`src/rtl/fb_write_scheduler.sv`:
```
// Write-port scheduler for the tile frame buffer: round-robin between two
// drawing requesters plus a back-buffer clear engine started at frame swap.
module fb_write_scheduler #(
   parameter int ADDR_W = 10,
   parameter int DATA_W = 8,
   parameter int TILES  = 768
) (
   input  logic              clk,
   input  logic              rst_n,
   input  logic              frame_start,
   input  logic              clear_req,
   input  logic [DATA_W-1:0] clear_color,
   input  logic              req0_valid,
   input  logic [ADDR_W-1:0] req0_addr,
   input  logic [DATA_W-1:0] req0_data,
   output logic              req0_ready,
   input  logic              req1_valid,
   input  logic [ADDR_W-1:0] req1_addr,
   input  logic [DATA_W-1:0] req1_data,
   output logic              req1_ready,
   output logic [ADDR_W-1:0] wr_addr,
   output logic [DATA_W-1:0] wr_data,
   output logic              wr_en,
   output logic              busy,
   output logic              clear_done,
   output logic              addr_err
);

   typedef enum logic {IDLE, CLEAR} state_t;

   localparam logic [ADDR_W-1:0] LAST = ADDR_W'(TILES - 1);

   state_t              state_q, state_d;
   logic                pend_q;
   logic                last_q;
   logic [ADDR_W-1:0]   cnt_q;
   logic [DATA_W-1:0]   color_q;
   logic [ADDR_W-1:0]   wr_addr_q;
   logic [DATA_W-1:0]   wr_data_q;
   logic                wr_en_q;
   logic                done_q;
   logic                err_q;

   logic                start;
   logic                g0, g1;
   logic [ADDR_W-1:0]   g_addr;
   logic [DATA_W-1:0]   g_data;

   // A swap in CLEAR always restarts; in IDLE it needs a pending request.
   assign start = frame_start &&
                  (state_q == CLEAR || pend_q || clear_req);

   always_ff @(posedge clk or negedge rst_n) begin
      if (!rst_n) state_q <= IDLE;
      else        state_q <= state_d;
   end

   always_comb begin
      state_d = state_q;
      unique case (state_q)
         IDLE:  if (start) state_d = CLEAR;
         CLEAR: if (!frame_start && cnt_q == LAST) state_d = IDLE;
         default: state_d = IDLE;
      endcase
   end

   // last_q = 1 means req1 was granted last, so req0 wins a tie.
   always_comb begin
      busy   = (state_q == CLEAR);
      g0     = rst_n && !busy && req0_valid && (!req1_valid || last_q);
      g1     = rst_n && !busy && req1_valid && (!req0_valid || !last_q);
      g_addr = g1 ? req1_addr : req0_addr;
      g_data = g1 ? req1_data : req0_data;
   end

   assign req0_ready = g0;
   assign req1_ready = g1;

   always_ff @(posedge clk or negedge rst_n) begin
      if (!rst_n) begin
         pend_q    <= 1'b0;
         last_q    <= 1'b1;
         cnt_q     <= '0;
         color_q   <= '0;
         wr_addr_q <= '0;
         wr_data_q <= '0;
         wr_en_q   <= 1'b0;
         done_q    <= 1'b0;
         err_q     <= 1'b0;
      end else begin
         pend_q  <= (pend_q | clear_req) & ~frame_start;
         wr_en_q <= 1'b0;
         done_q  <= 1'b0;
         err_q   <= 1'b0;
         if (state_q == IDLE) begin
            if (g0 || g1) begin
               last_q <= g1;
               if (32'(g_addr) < TILES) begin
                  wr_en_q   <= 1'b1;
                  wr_addr_q <= g_addr;
                  wr_data_q <= g_data;
               end else begin
                  err_q <= 1'b1;
               end
            end
         end else if (!frame_start) begin
            wr_en_q   <= 1'b1;
            wr_addr_q <= cnt_q;
            wr_data_q <= color_q;
            cnt_q     <= cnt_q + ADDR_W'(1);
            if (cnt_q == LAST) done_q <= 1'b1;
         end
         if (start) begin
            cnt_q   <= '0;
            color_q <= clear_color;
         end
      end
   end

   assign wr_addr    = wr_addr_q;
   assign wr_data    = wr_data_q;
   assign wr_en      = wr_en_q;
   assign clear_done = done_q;
   assign addr_err   = err_q;

endmodule

```
`config.mk`:
```
export PLATFORM = sky130hd
export DESIGN_NAME = fb_write_scheduler
export DESIGN_NICKNAME = d
export VERILOG_FILES = /design/src/rtl/fb_write_scheduler.sv
export SDC_FILE = /design/constraint.sdc
export NUM_CORES = 1
export LEC_CHECK = 0
export CORE_ASPECT_RATIO = 0.75
export CORE_UTILIZATION = 45
export DETAILED_ROUTE_END_ITERATION = 10
export PLACE_DENSITY = 0.88
export SKIP_LAST_GASP = 1
export SLEW_MARGIN = 10
export SYNTH_ARGS = -nofsm -noshare
export SYNTH_HDL_FRONTEND = slang
export SYNTH_SLANG_ARGS = --single-unit
```
`constraint.sdc`:
```
create_clock -name clk -period 3.23 [get_ports clk]
set_clock_uncertainty 0.2 [all_clocks]
set_input_delay 0.646 -clock clk [delete_from_list [all_inputs] [get_ports clk]]
set_output_delay 0.646 -clock clk [all_outputs]
set_load 0.1 [all_outputs]
```
Yosys cells after proc, flatten, opt, wreduce, memory -nomap -nowiden
Cells that the tools add are included.
{"block": "word_totals", "regBits": 42, "input_bits": 50, "out_inout_bits": 24, "elab_cells": 68}
{"block": "op_classes", "addsub": 1, "order_cmp": 1, "n_eq_ne": 3, "mux": 26, "bitwise_logic": 4, "n_reduce_logical": 23}
{"cell": "10-bit 2-to-1 mux", "count": 8}
{"cell": "8-bit 2-to-1 mux", "count": 5}
{"cell": "1-bit 2-to-1 mux", "count": 12}
{"cell": "10-bit by 1-bit adder with 10-bit output (second input constant)", "count": 1}
{"cell": "10-bit equality test (second input constant)", "count": 1}
{"cell": "10-bit < comparator (second input constant)", "count": 1}
{"cell": "1-bit logical AND", "count": 7}
{"cell": "2-bit nonzero test", "count": 3}
{"cell": "1-bit logical NOT", "count": 5}
{"cell": "1-bit logical OR", "count": 5}
{"cell": "2-bit AND reduction", "count": 2}
{"cell": "3-bit AND reduction", "count": 1}
{"cell": "2-bit by 1-bit != test with 1-bit output (second input constant)", "count": 1}
{"cell": "2-bit != test (second input constant)", "count": 1}
{"cell": "1-bit NOT", "count": 2}
{"cell": "1-bit one-hot mux with 2 select lines", "count": 1}
{"cell": "1-bit bitwise AND", "count": 1}
{"cell": "1-bit OR", "count": 1}

Logic depth before layout (Yosys ltp)
{"block": "logic_depth", "ltp_word": 9, "ltp_mapped": 7, "ltp_nobuf": 5}

Least setup slack after synthesis
No wires, ideal clock.
{"block": "synth_path", "path_type": "reg-to-output", "startpoint": "reg state_q, in the netlist busy", "endpoint": "out req0_ready", "t_arrival_ns": 2.637, "required_ns": 2.384, "path_slack_ns": -0.253, "path_stages_with_launch": 4, "n_path_buf": 0, "cell_sequence": "dfrtp_1 > nor2b_1 > nand2_1 > a21oi_1"}
{"block": "synth_via", "elab_chain_cells": 4}
{"item": "start, declared", "line": "33", "text": "state_t state_q, state_d;"}
{"item": "start signal, assigned", "line": "55", "text": "else state_q <= state_d;"}
{"item": "1-bit logical NOT", "line": "70", "text": "g0 = rst_n && !busy && req0_valid && (!req1_valid || last_q);"}
{"item": "1-bit logical AND (3 in a row)", "line": "70"}
{"item": "end, declared", "line": "16", "text": "output logic req0_ready,"}
No other way between the ends.

Worst setup path after layout
{"block": "layout_path", "startpoint": "in req1_valid", "endpoint": "out req1_ready"}
{"block": "layout_via", "elab_chain_cells": 2}
{"item": "start, declared", "line": "17", "text": "input logic req1_valid,"}
{"item": "1-bit logical AND (2 in a row)", "line": "71", "text": "g1 = rst_n && !busy && req1_valid && (!req0_valid || !last_q);"}
{"item": "end, declared", "line": "20", "text": "output logic req1_ready,"}
No other way between the ends.

==> impl_results.md <==
- Ratio of routed vias to standard cells: 5.49
- Area taken by multi-input logic gates: between 0.001 and 0.0015 mm^2
- Global placer's final weighted congestion: around 0.76
- Overall fraction of global-route tracks in use: 22.9%
- Proportion of power drawn by the clock network: between 30 and 40%
- Fin util: about two thirds
- Area of all placed cells without fillers: roughly 0.003 mm^2
- Power spent charging and discharging nets: slightly below 0.0005 W
- Number of synthesized register bits: between 40 and 50
- Largest net degree at the start of global routing: 35
- Clock root buffer master: sky130_fd_sc_hd__clkbuf_8
- Fillers: around 370
- Yosys cell types: 43
- Number of instances resized during post-cts repair: 0
- Data arrival time of the worst path: 1920 ps
- Max-slew headroom: about 54%
- Routed wire per std cell: 15.6 um
- Min setup slack post-route: ~460 ps
- Placeable core region: approximately 0.0046 mm^2
- DR iter-0 viols: between 100 and 150
- Commonest cells after routing, fill and taps aside: 48 x sky130_fd_sc_hd__clkdlybuf4s50_1, 41 x sky130_fd_sc_hd__dfrtp_1, 36 x sky130_fd_sc_hd__nand2_1
- Post-Syn Instances: approximately 220
- Worst-case vdd ir drop: between 0.4 and 0.5 mV
- GRT overflow: 0
- Max clock buf depth: 2
- Critical Path End Type: output pin
- Post-detailed-routing wire length: 5.44 mm
- Crit path kind: in -> out
- Status: finished, final reports clean
- Port buffer count: 73
- Unrepaired setup endpoints after global routing: false
- Final net count: 342
- Setup Total Neg Slack: 0 ps
- Floorplan row count: 21
- Post-synthesis instance area: approximately 0.0022 mm^2
- Setup Fix Bufs, Post-CTS: 0
- Post-route minimum period: 2770 ps
- CTS buffer count: 5
- Highest clock rate: ~360 MHz
- Clock transition at the register clock pins on the worst setup and hold paths after CTS: roughly 90 ps
- Initial Utilization: 48.1%
- Share of synthesized area occupied by flip-flops and latches: 47.8%
- Die height: 62.6 um
- Commonest non-fill, non-tap cell in the layout: sky130_fd_sc_hd__clkdlybuf4s50_1
- Kind of launch point of the worst setup path: primary input
- Warnings from Yosys: 0
- Number of vias in the routed layout: ~1900
- Count of pins on the block boundary: 74
- Post-detailed-route DRC marker count: 0
- Proportion of layout cells with a drive suffix above 1: 20.5%
- Area after detailed placement: 0.00293 mm^2
- Setup slack after placement: between 400 and 500 ps
- Average footprint of a synthesized cell: ~10 um^2
- Worst skew pair latency: 300 ps
- Max H-tree Level: 2
- Count of antenna-violating nets left after detailed routing: 0
- Total inserted antenna cells: 0
- Combinational Power Share: approximately 27%
- Max-slew violations: 0
- Highest net fanout along the worst path: 5
- Worst slew pin tran: about 690 ps
- Cell internal power dissipation: around 0.001 W
- Hold_buf cts: 0
- Drt pass-1 iters: 5
- Initial antenna violation count: 0
- Horizontal die dimension: roughly 83 um
- Required time reported for the critical path endpoint: approximately 2400 ps
- Switching part of the total: around 33%
- Final hold violations: 0
- Post-route clock period utilization: between 80 and 90%
- Clock tree from TritonCTS: built
- Max-capacitance violation count: 0
- Global-route wire length before repair: 8.89 mm
- Die ar.: about 0.0052 mm^2
- Via count of the first global-routing pass: between 1500 and 2000
- Total clock sinks: between 40 and 50
- Mapped Nets: around 270
- Leakage power: 1.52 nW
- Power density cells: about 490 mW/mm^2
- Worst min-delay path category: in -> async
- Proportion of power drawn by flip-flops and latches: between 30% and 40%
- Area growth from synthesis to layout: 39.4%
- Register cell area after layout: ~0.0011 mm^2
- Final number of setup-violating endpoints: 0
- Half-perimeter wire length after detailed placement: roughly 3.9 mm
per-stage QoR:
stage	hold slack, ps	std cells	power [W]
after floorplan	150	218	0.000865
after CTS	5.42	349	0.00150
after global routing	6.13	349	0.00155
final	2.84	349	0.00150
after global placement	260	341	0.000996
after detailed placement	264	341	0.00100
worst max-delay path: stages:
cell	delay [ps]
sky130_fd_sc_hd__clkdlybuf4s50_1	560
sky130_fd_sc_hd__and3b_1	320
sky130_fd_sc_hd__nand2_2	80
sky130_fd_sc_hd__inv_1	120
sky130_fd_sc_hd__buf_12	190
sequential cells by signal (all words and copies together) (netlist names):
| name | flops |
|---|---|
| busy | 1 |
| clear_done | 1 |
| wr_data | 8 |
| cnt_q | 10 |
| addr_err | 1 |
| color_q | 8 |
| wr_addr | 10 |
| last_q | 1 |
| wr_en | 1 |
| pend_q | 1 |
kinds of logic after synthesis:
| group | count (synthesis) | share of synthesized area (%) |
|---|---|---|
| simple gates | 85 | 18.6 |
| flops | 42 | 47.8 |
| compound gates | 38 | 17.1 |
| buf+inv | 32 | 6.83 |
| mux | 19 | 8.70 |
| xor+xnor | 1 | 0.398 |
| fa+ha+maj | 1 | 0.569 |
power groups by stage:
stage	clock network (W)	registers, W	logic, W
3_3_place_gp	0	0.000602	0.000394
3_5_place_dp	0	0.000604	0.000401
2_1_floorplan	0	0.000775	0.0000896
5_1_grt	0.000529	0.000599	0.000424
4_1_cts	0.000505	0.000594	0.000403
6_report	0.000500	0.000594	0.000402
final cells by class:
class | instances | share of cell area (%)
sequential | 42 | 34.3
multi-input combinational | 144 | 32.7
timing repair buffer | 78 | 23.8
inverter | 20 | 2.45
tap | 57 | 2.33
clock buffer | 5 | 2.24
clock inverter | 3 | 2.24
path summary, 6_finish.rpt:
check,depth (start not counted),slack (ps),from,end
setup reg to reg,5,1020,busy,wr_data[1]
hold reg to reg,2,290,color_q[1],color_q[1]
min in group clk,2,290,color_q[1],color_q[1]
hold / removal,1,3,rst_n,wr_addr[8]
setup / recovery,5,460,req1_valid,req1_ready
max in group asynchronous,2,2110,rst_n,wr_addr[5]
cells in the mapped netlist:
cell                       instances  area share, %
sky130_fd_sc_hd__and3_1            5            1.4
sky130_fd_sc_hd__a21oi_1           2           0.46
sky130_fd_sc_hd__a31oi_1           2           0.57
sky130_fd_sc_hd__a211oi_1          2           0.68
sky130_fd_sc_hd__a31oi_4           1           0.97
sky130_fd_sc_hd__nand2b_1          3           0.85
sky130_fd_sc_hd__a221oi_1          5            2.0
sky130_fd_sc_hd__nand3_1           8            1.8
sky130_fd_sc_hd__dfrtp_1          41             47
sky130_fd_sc_hd__buf_4             3            1.0
sky130_fd_sc_hd__a22oi_1           1           0.34
sky130_fd_sc_hd__ha_1              1           0.57
sky130_fd_sc_hd__nand2_1          36            6.1
sky130_fd_sc_hd__buf_2             3           0.68
sky130_fd_sc_hd__mux2_2            1           0.51
sky130_fd_sc_hd__nand3b_1          1           0.34
sky130_fd_sc_hd__and3b_1           1           0.40
sky130_fd_sc_hd__nand4_4           1           0.97
sky130_fd_sc_hd__nand4_1           4            1.1
sky130_fd_sc_hd__and2_1            1           0.28
sky130_fd_sc_hd__nor3_1            1           0.23
sky130_fd_sc_hd__mux2i_1          18            8.2
sky130_fd_sc_hd__o311ai_0          1           0.40
sky130_fd_sc_hd__o31a_1            1           0.40
sky130_fd_sc_hd__o32a_1            1           0.46
sky130_fd_sc_hd__or2_2             2           0.57
sky130_fd_sc_hd__o31ai_1           3            1.0
sky130_fd_sc_hd__nor2b_1           2           0.57
sky130_fd_sc_hd__clkbuf_1          4           0.68
sky130_fd_sc_hd__o211ai_2          1           0.57
sky130_fd_sc_hd__o21ai_0           5            1.1
sky130_fd_sc_hd__nor2_1           18            3.1
sky130_fd_sc_hd__o31ai_2           1           0.57
sky130_fd_sc_hd__inv_2             1           0.17
sky130_fd_sc_hd__o211ai_1          1           0.34
sky130_fd_sc_hd__xnor2_1           1           0.40
sky130_fd_sc_hd__and3_4            1           0.51
sky130_fd_sc_hd__buf_6             2            1.0
sky130_fd_sc_hd__nand2_2           1           0.28
sky130_fd_sc_hd__inv_1            19            3.2
sky130_fd_sc_hd__a221oi_2         10            6.8
sky130_fd_sc_hd__dfstp_2           1            1.2
sky130_fd_sc_hd__o21a_1            1           0.34
routing by layer:
metal / routed length, um / vias to the layer above / global-route usage, %
met5: 0 / - / 0
met3: 350 / 10 / 4.23
met2: 2570 / 65 / 36.5
li1: - / 911 / -
met4: 91 / 0 / 8.62
met1: 2430 / 929 / 30.5
No activity file was read; power rests on OpenSTA's default activity.
